**config.mk**
```make
export PLATFORM = sky130hd
export DESIGN_NAME = shared_mul_arbiter_flat
export DESIGN_NICKNAME = d
export VERILOG_FILES = /design/src/rtl/shared_mul_arbiter_pkg.sv /design/src/rtl/shared_mul_arbiter_if.sv /design/src/rtl/shared_mul_arbiter_rr_lock_arbiter.sv /design/src/rtl/shared_mul_arbiter.sv /design/src/flat_wrapper.sv
export SDC_FILE = /design/constraint.sdc
export NUM_CORES = 1
export LEC_CHECK = 0
export BUFFER_PORTS_ARGS = -buffer_cell sky130_fd_sc_hd__buf_2
export CORE_AREA = 2 2 159 161
export DETAILED_ROUTE_END_ITERATION = 8
export DIE_AREA = 0 0 161 163
export GPL_TIMING_DRIVEN = 0
export PLACE_DENSITY = 0.66
export REMOVE_ABC_BUFFERS = 1
export SYNTH_ARGS = -nofsm -noshare
export SYNTH_HDL_FRONTEND = slang
export SYNTH_SLANG_ARGS = --single-unit
```
**constraint.sdc**
```tcl
create_clock -name aclk -period 3.4 [get_ports aclk]
set_clock_uncertainty 0.05 [all_clocks]
set_input_delay 0.68 -clock aclk [delete_from_list [all_inputs] [get_ports aclk]]
set_output_delay 0.68 -clock aclk [all_outputs]
set_load 0.02 [all_outputs]
```
**src/rtl/shared_mul_arbiter_pkg.sv**
```systemverilog
// Shared definitions for the two-requester shared multiplier arbiter.
// Provides the requester count, end-to-end latency and the pipeline stage
// record carried alongside each op through S1/S2.
package mul_share_pkg;

   localparam int NUM_REQ       = 2;
   localparam int MUL_LATENCY   = 3;
   localparam int ID_WIDTH      = $clog2(NUM_REQ);
   // The stage record is shared by every instance, so its tag field is sized
   // for the widest tag supported; narrower tags are zero-padded.
   localparam int MAX_TAG_WIDTH = 8;

   typedef logic [ID_WIDTH-1:0]      req_id_t;
   typedef logic [MAX_TAG_WIDTH-1:0] tag_t;

   typedef struct packed {
      logic    vld;
      req_id_t id;
      tag_t    tag;
   } stage_t;

endpackage

```
**src/rtl/shared_mul_arbiter_if.sv**
```systemverilog
// Bundle of requester, result and external-multiplier signals.
//   slave  : the arbiter side (drives rdy, results, multiplier controls, busy)
//   master : the environment side (requesters and the signed multiplier)
interface shared_mul_arbiter_if #(
   parameter int OP_WIDTH  = 32,
   parameter int RES_WIDTH = 64,
   parameter int TAG_WIDTH = 2
);
   logic signed [OP_WIDTH-1:0]  req0_op_a, req0_op_b, req1_op_a, req1_op_b;
   logic [TAG_WIDTH-1:0]        req0_tag, req1_tag;
   logic                        req0_lock, req1_lock;
   logic                        req0_vld, req1_vld;
   logic                        req0_rdy, req1_rdy;
   logic signed [RES_WIDTH-1:0] res0_data, res1_data;
   logic [TAG_WIDTH-1:0]        res0_tag, res1_tag;
   logic                        res0_vld, res1_vld;
   logic signed [OP_WIDTH-1:0]  mul_op_a, mul_op_b;
   logic [1:0]                  mul_ce;
   logic signed [RES_WIDTH-1:0] mul_res;
   logic                        busy;

   modport slave (
      input  req0_op_a, req0_op_b, req1_op_a, req1_op_b,
      input  req0_tag, req1_tag, req0_lock, req1_lock, req0_vld, req1_vld,
      output req0_rdy, req1_rdy,
      output res0_data, res1_data, res0_tag, res1_tag, res0_vld, res1_vld,
      output mul_op_a, mul_op_b, mul_ce,
      input  mul_res,
      output busy
   );

   modport master (
      output req0_op_a, req0_op_b, req1_op_a, req1_op_b,
      output req0_tag, req1_tag, req0_lock, req1_lock, req0_vld, req1_vld,
      input  req0_rdy, req1_rdy,
      input  res0_data, res1_data, res0_tag, res1_tag, res0_vld, res1_vld,
      input  mul_op_a, mul_op_b, mul_ce,
      output mul_res,
      input  busy
   );
endinterface

```
**src/rtl/shared_mul_arbiter_rr_lock_arbiter.sv**
```systemverilog
// Round-robin grant between the two requesters with sticky lock.
//   clk, rst : clock, synchronous active-high reset
//   en       : clock enable; 0 suppresses grants and freezes the pointer
//   vld/lock : per-requester request and keep-grant flags
//   gnt      : one-hot grant (doubles as rdy), gnt_id/gnt_any summarise it
module rr_lock_arbiter
   import mul_share_pkg::*;
(
   input  logic               clk,
   input  logic               rst,
   input  logic               en,
   input  logic [NUM_REQ-1:0] vld,
   input  logic [NUM_REQ-1:0] lock,
   output logic [NUM_REQ-1:0] gnt,
   output req_id_t            gnt_id,
   output logic               gnt_any
);

   req_id_t rr_ptr, rr_ptr_next;

   always_ff @(posedge clk) begin
      if (rst) rr_ptr <= '0;
      else     rr_ptr <= rr_ptr_next;
   end

   // A locked grant simply keeps the pointer on its owner, which already
   // gives that requester priority; if it drops vld the other side wins in
   // the same cycle with no extra lock state.
   always_comb begin
      rr_ptr_next = rr_ptr;
      if (gnt_any) rr_ptr_next = lock[gnt_id] ? gnt_id : ~gnt_id;
   end

   // Two requesters: priority goes to rr_ptr, else to the other one.
   always_comb begin
      gnt     = '0;
      gnt_id  = rr_ptr;
      gnt_any = 1'b0;
      if (en && !rst) begin
         if (vld[rr_ptr]) begin
            gnt_id  = rr_ptr;
            gnt_any = 1'b1;
         end else if (vld[~rr_ptr]) begin
            gnt_id  = ~rr_ptr;
            gnt_any = 1'b1;
         end
         gnt[gnt_id] = gnt_any;
      end
   end

endmodule

```
**src/rtl/shared_mul_arbiter.sv**
```systemverilog
// Shares one external signed multiplier (input register + multiply stage,
// no output register) between two requesters. Ops are accepted one per
// cycle and results return on the issuing requester's port 3 cycles later.
//   aclk, areset : clock, synchronous active-high reset (overrides aclken)
//   aclken       : global enable; 0 freezes state and drops all handshakes
//   bus          : requests, results, multiplier controls and busy
module shared_mul_arbiter
   import mul_share_pkg::*;
#(
   parameter int OP_WIDTH  = 32,
   parameter int RES_WIDTH = 64,
   parameter int TAG_WIDTH = 2,
   parameter int SIM_DELAY = 1
) (
   input  logic                 aclk,
   input  logic                 areset,
   input  logic                 aclken,
   shared_mul_arbiter_if.slave  bus
);

   // Elaboration-time parameter sanity. SIM_DELAY is accepted for interface
   // compatibility only; this model is zero-delay.
   if (RES_WIDTH != 2 * OP_WIDTH) begin : g_bad_res_width
      $error("RES_WIDTH must equal 2*OP_WIDTH");
   end
   if (TAG_WIDTH > MAX_TAG_WIDTH || TAG_WIDTH < 1) begin : g_bad_tag_width
      $error("TAG_WIDTH out of range");
   end
   if (SIM_DELAY < 0) begin : g_bad_sim_delay
      $error("SIM_DELAY must be non-negative");
   end

   logic [NUM_REQ-1:0][OP_WIDTH-1:0]  op_a, op_b;
   logic [NUM_REQ-1:0][TAG_WIDTH-1:0] tag_in;
   logic [NUM_REQ-1:0]                vld, lock, gnt;
   req_id_t                           gnt_id;
   logic                              gnt_any;

   assign op_a   = {bus.req1_op_a, bus.req0_op_a};
   assign op_b   = {bus.req1_op_b, bus.req0_op_b};
   assign tag_in = {bus.req1_tag, bus.req0_tag};
   assign vld    = {bus.req1_vld, bus.req0_vld};
   assign lock   = {bus.req1_lock, bus.req0_lock};

   rr_lock_arbiter u_arb (
      .clk     (aclk),
      .rst     (areset),
      .en      (aclken),
      .vld     (vld),
      .lock    (lock),
      .gnt     (gnt),
      .gnt_id  (gnt_id),
      .gnt_any (gnt_any)
   );

   assign bus.req0_rdy = gnt[0];
   assign bus.req1_rdy = gnt[1];

   // Operands go straight to the multiplier in the handshake cycle; between
   // handshakes the last issued pair is held so the bus stays quiet.
   logic [OP_WIDTH-1:0] op_a_q, op_b_q;

   always_ff @(posedge aclk) begin
      if (areset) begin
         op_a_q <= '0;
         op_b_q <= '0;
      end else if (gnt_any) begin
         op_a_q <= op_a[gnt_id];
         op_b_q <= op_b[gnt_id];
      end
   end

   assign bus.mul_op_a = gnt_any ? op_a[gnt_id] : op_a_q;
   assign bus.mul_op_b = gnt_any ? op_b[gnt_id] : op_b_q;

   // S1 tracks the op sitting in the multiplier input register, S2 the op
   // whose product is on mul_res.
   stage_t s0, s1, s2;

   always_comb begin
      s0     = '0;
      s0.vld = gnt_any;
      s0.id  = gnt_id;
      s0.tag = tag_t'(tag_in[gnt_id]);
   end

   always_ff @(posedge aclk) begin
      if (areset) begin
         s1 <= '0;
         s2 <= '0;
      end else if (aclken) begin
         s1 <= s0;
         s2 <= s1;
      end
   end

   assign bus.mul_ce = {s1.vld & aclken & ~areset, gnt_any};
   assign bus.busy   = s1.vld | s2.vld;

   if (TAG_WIDTH < MAX_TAG_WIDTH) begin : g_tag_pad
      logic unused_tag_bits;
      assign unused_tag_bits = ^s2.tag[MAX_TAG_WIDTH-1:TAG_WIDTH];
   end

   // Result registers: only the issuing requester's port fires; the other
   // port keeps its last data and tag.
   logic [NUM_REQ-1:0]                res_vld_q;
   logic [NUM_REQ-1:0][RES_WIDTH-1:0] res_data_q;
   logic [NUM_REQ-1:0][TAG_WIDTH-1:0] res_tag_q;

   always_ff @(posedge aclk) begin
      if (areset) begin
         res_vld_q  <= '0;
         res_data_q <= '0;
         res_tag_q  <= '0;
      end else if (aclken) begin
         for (int n = 0; n < NUM_REQ; n++) begin
            res_vld_q[n] <= s2.vld && (s2.id == req_id_t'(n));
            if (s2.vld && (s2.id == req_id_t'(n))) begin
               res_data_q[n] <= bus.mul_res;
               res_tag_q[n]  <= s2.tag[TAG_WIDTH-1:0];
            end
         end
      end
   end

   // A pending valid is masked during a stall and shows once enable returns.
   assign bus.res0_vld  = res_vld_q[0] & aclken;
   assign bus.res1_vld  = res_vld_q[1] & aclken;
   assign bus.res0_data = res_data_q[0];
   assign bus.res1_data = res_data_q[1];
   assign bus.res0_tag  = res_tag_q[0];
   assign bus.res1_tag  = res_tag_q[1];

endmodule
```
**src/flat_wrapper.sv**
```systemverilog
// flat-port wrapper written by rule: the top's interface ports become plain ports
module shared_mul_arbiter_flat import mul_share_pkg::*;
#(
   parameter int OP_WIDTH  = 32,
   parameter int RES_WIDTH = 64,
   parameter int TAG_WIDTH = 2,
   parameter int SIM_DELAY = 1
)
  (aclk, areset, aclken, bus_req0_op_a, bus_req0_op_b, bus_req1_op_a, bus_req1_op_b, bus_req0_tag, bus_req1_tag, bus_req0_lock, bus_req1_lock, bus_req0_vld, bus_req1_vld, bus_req0_rdy, bus_req1_rdy, bus_res0_data, bus_res1_data, bus_res0_tag, bus_res1_tag, bus_res0_vld, bus_res1_vld, bus_mul_op_a, bus_mul_op_b, bus_mul_ce, bus_mul_res, bus_busy);
  shared_mul_arbiter_if #(.OP_WIDTH(OP_WIDTH), .RES_WIDTH(RES_WIDTH), .TAG_WIDTH(TAG_WIDTH)) bus_i ();
  input  logic aclk;
  input  logic areset;
  input  logic aclken;
  input wire logic [$bits(bus_i.req0_op_a)-1:0] bus_req0_op_a;
  input wire logic [$bits(bus_i.req0_op_b)-1:0] bus_req0_op_b;
  input wire logic [$bits(bus_i.req1_op_a)-1:0] bus_req1_op_a;
  input wire logic [$bits(bus_i.req1_op_b)-1:0] bus_req1_op_b;
  input wire logic [$bits(bus_i.req0_tag)-1:0] bus_req0_tag;
  input wire logic [$bits(bus_i.req1_tag)-1:0] bus_req1_tag;
  input wire logic [$bits(bus_i.req0_lock)-1:0] bus_req0_lock;
  input wire logic [$bits(bus_i.req1_lock)-1:0] bus_req1_lock;
  input wire logic [$bits(bus_i.req0_vld)-1:0] bus_req0_vld;
  input wire logic [$bits(bus_i.req1_vld)-1:0] bus_req1_vld;
  output wire logic [$bits(bus_i.req0_rdy)-1:0] bus_req0_rdy;
  output wire logic [$bits(bus_i.req1_rdy)-1:0] bus_req1_rdy;
  output wire logic [$bits(bus_i.res0_data)-1:0] bus_res0_data;
  output wire logic [$bits(bus_i.res1_data)-1:0] bus_res1_data;
  output wire logic [$bits(bus_i.res0_tag)-1:0] bus_res0_tag;
  output wire logic [$bits(bus_i.res1_tag)-1:0] bus_res1_tag;
  output wire logic [$bits(bus_i.res0_vld)-1:0] bus_res0_vld;
  output wire logic [$bits(bus_i.res1_vld)-1:0] bus_res1_vld;
  output wire logic [$bits(bus_i.mul_op_a)-1:0] bus_mul_op_a;
  output wire logic [$bits(bus_i.mul_op_b)-1:0] bus_mul_op_b;
  output wire logic [$bits(bus_i.mul_ce)-1:0] bus_mul_ce;
  input wire logic [$bits(bus_i.mul_res)-1:0] bus_mul_res;
  output wire logic [$bits(bus_i.busy)-1:0] bus_busy;
  assign bus_i.req0_op_a = bus_req0_op_a;
  assign bus_i.req0_op_b = bus_req0_op_b;
  assign bus_i.req1_op_a = bus_req1_op_a;
  assign bus_i.req1_op_b = bus_req1_op_b;
  assign bus_i.req0_tag = bus_req0_tag;
  assign bus_i.req1_tag = bus_req1_tag;
  assign bus_i.req0_lock = bus_req0_lock;
  assign bus_i.req1_lock = bus_req1_lock;
  assign bus_i.req0_vld = bus_req0_vld;
  assign bus_i.req1_vld = bus_req1_vld;
  assign bus_req0_rdy = bus_i.req0_rdy;
  assign bus_req1_rdy = bus_i.req1_rdy;
  assign bus_res0_data = bus_i.res0_data;
  assign bus_res1_data = bus_i.res1_data;
  assign bus_res0_tag = bus_i.res0_tag;
  assign bus_res1_tag = bus_i.res1_tag;
  assign bus_res0_vld = bus_i.res0_vld;
  assign bus_res1_vld = bus_i.res1_vld;
  assign bus_mul_op_a = bus_i.mul_op_a;
  assign bus_mul_op_b = bus_i.mul_op_b;
  assign bus_mul_ce = bus_i.mul_ce;
  assign bus_i.mul_res = bus_mul_res;
  assign bus_busy = bus_i.busy;
  shared_mul_arbiter #(.OP_WIDTH(OP_WIDTH), .RES_WIDTH(RES_WIDTH), .TAG_WIDTH(TAG_WIDTH), .SIM_DELAY(SIM_DELAY)) u_core (.aclk(aclk), .areset(areset), .aclken(aclken), .bus(bus_i));
endmodule
```
# Word level (Yosys, flattened, before mapping)
# Index checks and enable logic that the tools add are counted.
dict set report word_totals {
  ff_bits 207
  output_inout_bits 203
  wordCells 62
}
dict set report op_classes {
  n_bitwise 10
  n_mux 26
  reduce_logical 7
  order_cmp 5
}
# op count
set op_table {}
lappend op_table {{$mux W32} 6}
lappend op_table {{$mux W1} 16}
lappend op_table {{$lt A1 B2 Y1 const B} 4}
lappend op_table {{$mux W2} 3}
lappend op_table {{$and A1 B1 Y1} 4}
lappend op_table {{$logic_and A1 B1 Y1} 4}
lappend op_table {{$not A1 Y1} 4}
lappend op_table {{$reduce_and A2 Y1} 2}
lappend op_table {{$and A2 B2 Y2} 1}
lappend op_table {{$demux W1 S1} 1}
lappend op_table {{$ge A1 B1 Y1 const B} 1}
lappend op_table {{$logic_not A1 Y1} 1}
lappend op_table {{$or A1 B1 Y1} 1}

# Logic depth before layout (Yosys ltp)
# Gate-level depths: netlist of run 1.
dict set report depth {
  ltp_word 12
  ltp_mapped 8
  ltp_nobuf 5
}

# Hierarchy
# From an unflattened synthesis of run 1, not the netlist that was laid out.
dict set report hier_totals {
  cells_unflattened 915
  hier_area_um2 9088.7
}
# mod area_per_inst_um2 cells_each seq_area_each_um2 n_inst
set by_module_without_submodules {}
lappend by_module_without_submodules {shared_mul_arbiter 8967.4 898 4124.0 1}
lappend by_module_without_submodules {rr_lock_arbiter 121.4 17 20.0 1}

# Worst setup path after synthesis of run 1
# Ideal clock, no wire load.
dict set report synth_path {
  path_kind {input to output}
  startpoint {input port aclken}
  endpoint {output port bus_mul_op_a[10]}
  arrival_time_ns 2.091
  path_buffers 3
  path_slack_ns 0.579
  cell_stages 7
  cell_sequence {buf_6 -> and2b_4 -> o21ai_2 -> buf_2 -> buf_2 -> a211oi_2 -> nor3_1}
}
dict set report synth_via {
  elab_chain_len 5
  word_cells_on_any_way 6
  cone_classes {5 x mux; 1 x reduce/logical}
}
# item line_no
set synth_lines {}
lappend synth_lines {{start, declared} flat_wrapper.sv:13} ;# input logic aclken;
lappend synth_lines {{$logic_and A1 B1 Y1 *} shared_mul_arbiter_rr_lock_arbiter.sv:39} ;# if (en && !rst) begin
lappend synth_lines {{$mux W1} shared_mul_arbiter_rr_lock_arbiter.sv:39}
lappend synth_lines {{$mux W32 (implied by the code) (2 in a row)} shared_mul_arbiter.sv:73} ;# assign bus.mul_op_a = gnt_any ? op_a[gnt_id] : op_a_q;
lappend synth_lines {{$mux W32 *} shared_mul_arbiter.sv:73}
lappend synth_lines {{end, declared} flat_wrapper.sv:32} ;# output wire logic [$bits(bus_i.mul_op_a)-1:0] bus_mul_op_a;
# Mark *: on every way between the ends. The rest lies on a longest branch, timed or not. The select of a mux whose other input is x is not followed.

# Final worst setup path of run 1
dict set report layout_path {
  startpoint {input port areset}
  endpoint {output port bus_mul_op_b[9]}
}
dict set report layout_via {
  elab_chain_len 6
  word_cells_on_any_way 7
  cone_classes {5 x mux; 2 x reduce/logical}
}
# item line_no
set layout_lines {}
lappend layout_lines {{start, declared} flat_wrapper.sv:12} ;# input logic areset;
lappend layout_lines {{$logic_not A1 Y1 *} shared_mul_arbiter_rr_lock_arbiter.sv:39}
lappend layout_lines {{$logic_and A1 B1 Y1 *} shared_mul_arbiter_rr_lock_arbiter.sv:39}
lappend layout_lines {{$mux W1} shared_mul_arbiter_rr_lock_arbiter.sv:39}
lappend layout_lines {{$mux W32 (implied by the code) (2 in a row)} shared_mul_arbiter.sv:74} ;# assign bus.mul_op_b = gnt_any ? op_b[gnt_id] : op_b_q;
lappend layout_lines {{$mux W32 *} shared_mul_arbiter.sv:74}
lappend layout_lines {{end, declared} flat_wrapper.sv:33} ;# output wire logic [$bits(bus_i.mul_op_b)-1:0] bus_mul_op_b;
# Marked as above.

==> run summary, run 1 <==
status: finished, final reports clean
Comb power frac: 15.0%
share of cells above drive strength 1: 40.2%
Pwr Density: 478 mW/mm^2
Final WS setup: 0.105 ns
DR vias: 9,309
# setup viols final: 0
detailed placement HPWL: 20.5 mm
chip height: 163 um
total CTS buffers: 24
Top delay family on crit path: buffers and inverters
vias in the first global route: 8,924
RSZ-0062 raised after global routing: false
clk sinks: 207
die area: 0.0262 mm^2
DP Worst Slack: -0.956 ns
fillers: 2,415
largest area contributor in the netlist: dfxtp_1
clock tree buffer depth: 3
Post-synth EDFFs: 0
Async SR Flop Fraction: 0%
initial antenna violation count: 5
Power, Total: 5.85 mW
worst slew pin tran: 0.937 ns
Synth Cell Area: 0.00913 mm^2
Routability Congestion: 0.775
Clock Pin Slew Worst Setup and Hold Paths: 0.05 ns
ranking of synthesized cells by area: dfxtp_1 45%, nand2_1 11%, a21oi_1 7.4%, a211oi_2 6.9%, nor4_2 6.7%
Layout Cells excl Fill: 1,777
Syn Area/Cell: 8.44 um^2
Synth-to-Final Area Change: 34.3%
CP arrival: 2.57 ns
Overall Global Routing Usage: 22.5%
residual DRC count: 0
Storage cell area: 0.00414 mm^2
Final #Nets: 1,632
critical path class: primary input to primary output
Die X: 161 um
post-synth cell types: 34
sequential share of power: 43.1%
TritonRoute pass-1 iters: 4
WL final: 31.3 mm
first-pass GRT wire length: 48.2 mm
Clock power frac: 41.9%
sw frac: 27.4%
pin count of the biggest net entering global routing: 122
placed instance area: 0.0114 mm^2
final hold viol count: 0
clk_lat worst skew: 0.51 ns
Crit-path slowest cell: and2b_4
max incr delay on CP: 0.26 ns
crit-path cells: buf_16 -> and2b_4 -> o21ai_4 -> buf_12 -> buf_16 -> buf_12 -> a211oi_1 -> nor3_2 -> buf_2
Port Buffer Count: 405
Critical Path Sink Type: primary output
Peak VDD IR: 0.387 mV
register area share after synthesis: 45.4%
number of DRC markers in iteration 0: 610
io pins: 406
Final Cell Area: 0.0123 mm^2
vias per cell: 5.24
total gr overflow: 0
Initial Utilization: 37.0%
ANT nets after route: 0
register bit total from synthesis: 207
FMAX: 303 MHz
P_int: 4.25 mW
Synth top area share: 45.4%
area of the multi-input gates: 0.00447 mm^2
routed len/inst: 17.6 um
Psw: 1.60 mW
row cnt: 58
Synth Instances: 1,081
DP Cell Count: 1,725
setup TNS: 0 ns
worst relative slew slack: 37.4%
Yosys Warn Count: 0
Final Cycle Share: 96.9%
clk root buf: clkbuf_16
number of max-cap violations: 0
WP buf/inv: 5
Leak: 5.00 nW
TritonCTS clock tree: yes
CP Launch Type: primary input
core area: 0.0247 mm^2
crit-path max FO: 47
critical path required time: 2.67 ns
hold crit path type: primary input to register
Top FF cell, synth: dfxtp_1
fin crit period: 3.30 ns
Hold Buf Count CTS: 0
Slew Limit Fails: 0
H-tree lvl count: 1
per-stage QoR:
stage / hold slack, ns / util [%]
floorplan: 0.384 / -
global placement: 0.389 / 44.5
detailed placement: 0.393 / 46.0
CTS: 0.296 / 49.5
global route: 0.305 / 49.7
finish: 0.324 / 49.7
final cells by class:
cell class              count  share of cell area [%]
clock inverters             6                   0.265
multi-input cells         767                    36.5
well taps                 330                    3.37
inverters                   5                   0.214
clock buffers              34                    5.79
repair buffers            424                    20.0
diodes                      4                  0.0817
flip-flops and latches    207                    33.8
state kept, by name (all words and copies together), names as in the netlist, 2 cells and up:
register and count:
u_core.op_a_q 32, u_core.res_vld_q 2, u_core.bus.res1_data 64, u_core.bus.res1_tag 2, u_core.s1 4, u_core.s2 4, u_core.op_b_q 32, u_core.bus.res0_tag 2
u_core.bus.res0_data 64
synth_stat cells (all sizes together) (2+ instances only):
master,n
a211oi,67
a21oi,136
and2,3
buf,54
clkbuf,51
dfxtp,207
inv,5
mux2i,4
nand2,269
nor2,76
nor3,64
nor4,128
o21ai,3
o311a,2
or2,2
or4,2
layer usage:
layer | global-route usage [%] | share of wire (%) | vias up
li1 | - | - | 4498
met2 | 38.2 | 48 | 388
met5 | 0 | 0 | -
met3 | 7.82 | 10 | 47
met1 | 27.1 | 40 | 4376
met4 | 6.49 | 2.3 | 0
final timing paths:
path / slack (ns) / from / to / depth (start not counted)
setup / recovery: 0.10 / areset / bus_mul_op_b[9] / 9
setup reg to reg: 1.44 / u_core.u_arb.rr_ptr / u_core.op_b_q[11] / 6
hold reg to reg: 0.40 / u_core.bus.res0_data[58] / u_core.bus.res0_data[58] / 2
hold / removal: 0.32 / bus_req0_lock / u_core.u_arb.rr_ptr / 2
timing repair:
| item | CTS | global route |
|---|---|---|
| setup buffers | 3 | 0 |
| pin swaps | 3 | 0 |
| endpoints found under the hold margin | 0 | 0 |
| cloned | 4 | 1 |
| gates resized for setup | 8 | 1 |
| setup endpoints to repair | 64 | 1 |
cell families (layout without fill, tap and decap cells):
kind of cell / Yosys count / after routing / synth area share (%)
simple gates: 549 / 551 / 30.9
compound gates: 211 / 212 / 16.7
flops: 207 / 207 / 45.4
buf+inv: 110 / 469 / 6.53
mux: 4 / 4 / 0.439
other cells: 0 / 4 / 0
power groups by stage:
stage / combinational (mW) / sequential (mW) / clock (mW)
CTS: 0.871 / 2.52 / 2.52
floorplan: 0.414 / 2.59 / 0
global route: 0.944 / 2.53 / 2.61
global placement: 0.802 / 2.57 / 0
finish: 0.876 / 2.53 / 2.45
detailed placement: 0.847 / 2.58 / 0
cell usage in the layout (no fill, tap or decap), drive strengths merged, types with 2 or more instances in the layout:
master	Yosys	final
clkbuf	51	35
diode	0	4
o311a	2	2
clkinv	0	5
nand2b	1	3
mux2i	4	4
and2	3	3
or2	2	2
a211oi	67	67
nor2	76	76
nor4	128	128
inv	5	5
buf	54	422
or4	2	2
dfxtp	207	207
nor3	64	64
a21oi	136	136
nand2	269	269
o21ai	3	4
(Power assumes the default switching activity.)
==> run 2: changes to the inputs <==
--- a/config.mk
+++ b/config.mk
@@ -6,11 +6,14 @@
 export NUM_CORES = 1
 export LEC_CHECK = 0
 export BUFFER_PORTS_ARGS = -buffer_cell sky130_fd_sc_hd__buf_2
-export CORE_AREA = 2 2 159 161
+export CELL_PAD_IN_SITES_DETAIL_PLACEMENT = 0
+export CELL_PAD_IN_SITES_GLOBAL_PLACEMENT = 2
+export CORE_ASPECT_RATIO = 0.5
+export CORE_UTILIZATION = 28
+export CTS_BUF_LIST = sky130_fd_sc_hd__clkbuf_16
 export DETAILED_ROUTE_END_ITERATION = 8
-export DIE_AREA = 0 0 161 163
 export GPL_TIMING_DRIVEN = 0
-export PLACE_DENSITY = 0.66
+export PLACE_DENSITY_LB_ADDON = 0.1
 export REMOVE_ABC_BUFFERS = 1
 export SYNTH_ARGS = -nofsm -noshare
 export SYNTH_HDL_FRONTEND = slang
==> run 2 against run 1 <==
Compared with the run above: die area rose by 27%; largest power group unchanged; flip-flop and latch count did not move; critical path type unchanged; highest routed layer unchanged; hold slack got worse by 0.0075 ns.
==> run summary, run 2 (synthesis gave the netlist of run 1 again) <==
status: finished, final reports clean
Port Buffer Count: 405
pin count of the biggest net entering global routing: 67
worst slew pin tran: 0.907 ns
Clock Pin Slew Worst Setup and Hold Paths: 0.06 ns
Hold Slack: 0.316 ns
# setup viols final: 0
TritonRoute pass-1 iters: 6
critical path class: primary input to primary output
Psw: 1.63 mW
Final Cycle Share: 99.1%
Final #Nets: 1,643
Slew Limit Fails: 0
fin crit period: 3.37 ns
vias per cell: 5.00
io pins: 406
worst relative slew slack: 39.5%
number of max-cap violations: 0
commonest non-fill, non-tap cell in the layout: buf_2
Storage cell area: 0.00414 mm^2
area of the multi-input gates: 0.00458 mm^2
critical path required time: 2.67 ns
row cnt: 46
Reg2Reg Setup Slack: 1.57 ns
total gr overflow: 0
die area: 0.0334 mm^2
FMAX: 297 MHz
chip height: 130 um
total CTS buffers: 21
Die X: 257 um
core area: 0.0319 mm^2
crit-path cells: buf_12 -> buf_16 -> buf_16 -> and2b_4 -> a31oi_4 -> clkbuf_16 -> buf_16 -> nor4_1 -> nor3_1 -> buf_2
sw frac: 28.4%
RSZ-0062 raised after global routing: true
cell mode on critical path: buf_16
clk_lat worst skew: 0.51 ns
CP Launch Type: primary input
Crit-path slowest cell: nor4_1
TritonCTS clock tree: yes
Leak: 5.14 nW
clock tree buffer depth: 3
CP arrival: 2.64 ns
commonest cells after routing, fill and taps aside: 398 x buf_2, 269 x nand2_1, 207 x dfxtp_1
number of DRC markers in iteration 0: 532
Initial Utilization: 28.6%
DR vias: 9,475
H-tree lvl count: 1
routed len/inst: 19.6 um
Overall Global Routing Usage: 20.8%
final hold viol count: 0
hold crit path type: primary input to register
WL final: 37.1 mm
Comb power frac: 16.6%
initial antenna violation count: 8
Clock power frac: 39.6%
DP Cell Count: 1,831
sequential share of power: 43.8%
Pwr Density: 452 mW/mm^2
ANT nets after route: 0
max incr delay on CP: 0.34 ns
fillers: 3,309
crit-path max FO: 28
detailed placement HPWL: 22.7 mm
share of cells above drive strength 1: 41.1%
clk root buf: clkbuf_16
Peak VDD IR: 0.371 mV
residual DRC count: 0
first-pass GRT wire length: 53.9 mm
Critical Path Sink Type: primary output
clk sinks: 207
vias in the first global route: 9,005
Routability Congestion: 0.793
Synth-to-Final Area Change: 39.5%
Layout Cells excl Fill: 1,894
P_int: 4.12 mW
run 2: cell types whose count changed in the layout (fill, tap and decap cells not counted), sizes merged:
cell and change:
buf +8, o21ai -1, diode +4, clkbuf -11
bufinv +2, clkinv +2, inv +7, clkinvlp -1
bufbuf +4, a31oi +1
run 2: power by group through the flow:
stage | clock [mW] | sequential, mW | combinational, mW
after floorplan | 0 | 2.59 | 0.414
after global placement | 0 | 2.57 | 0.824
after detailed placement | 0 | 2.58 | 0.871
after CTS | 2.37 | 2.52 | 0.929
after global routing | 2.48 | 2.53 | 1.02
final | 2.28 | 2.52 | 0.957
run 2: metrics by stage:
step | setup WS, ns | instance area (um^2) | TNS (ns) | utilization [%] | power (mW)
after floorplan | -2.85 | 8550 | -305.25 | - | 3.00
after global placement | -7.82 | 11100 | -1239.64 | 34.9 | 3.40
after detailed placement | -1.38 | 11600 | -106.84 | 36.4 | 3.45
after CTS | 0.0128 | 12500 | 0 | 39.2 | 5.83
after global routing | -0.0739 | 12700 | -0.619 | 39.9 | 6.03
final | 0.0301 | 12700 | 0 | 39.9 | 5.76
run 2: worst max-delay path: cells and delay by family:
kind / cells / cell delay, ns
compound gates: 1 / 0.12
buf+inv: 6 / 1.02
simple gates: 3 / 0.79
run 2: path summary, 6_finish.rpt:
check | start | endpoint | cells past startpoint
worst max-delay path | areset | bus_mul_op_a[16] | 10
worst min-delay path | bus_req0_lock | u_core.u_arb.rr_ptr | 2
worst max register to register | u_core.u_arb.rr_ptr | u_core.op_a_q[7] | 6
worst min register to register | u_core.bus.res1_data[40] | u_core.bus.res1_data[40] | 2
run 2: timing repair:
| item | 4_1_cts | 5_1_grt |
|---|---|---|
| pin swaps | 7 | 6 |
| resized for setup | 12 | 23 |
| endpoints found under the setup margin | 87 | 29 |
| gates cloned | 8 | 3 |
| hold buffers | 0 | 0 |
| setup buffers | 5 | 2 |
run 2: metal layers:
metal,vias up,GRT usage (%),routed length [um]
met4,0,7.31,978
li1,4546,-,-
met3,69,4.34,1870
met1,4596,25.2,15300
met2,264,36.8,19000
met5,-,0,0
run 2: cell type report:
| type | count | area share [%] |
|---|---|---|
| antenna | 8 | 0.157 |
| clock buffer | 21 | 4.13 |
| clock inverter | 16 | 0.933 |
| inverter | 5 | 0.265 |
| multi-input combinational | 767 | 36.0 |
| sequential | 207 | 32.5 |
| tap | 432 | 4.24 |
| timing repair buffer | 438 | 21.7 |
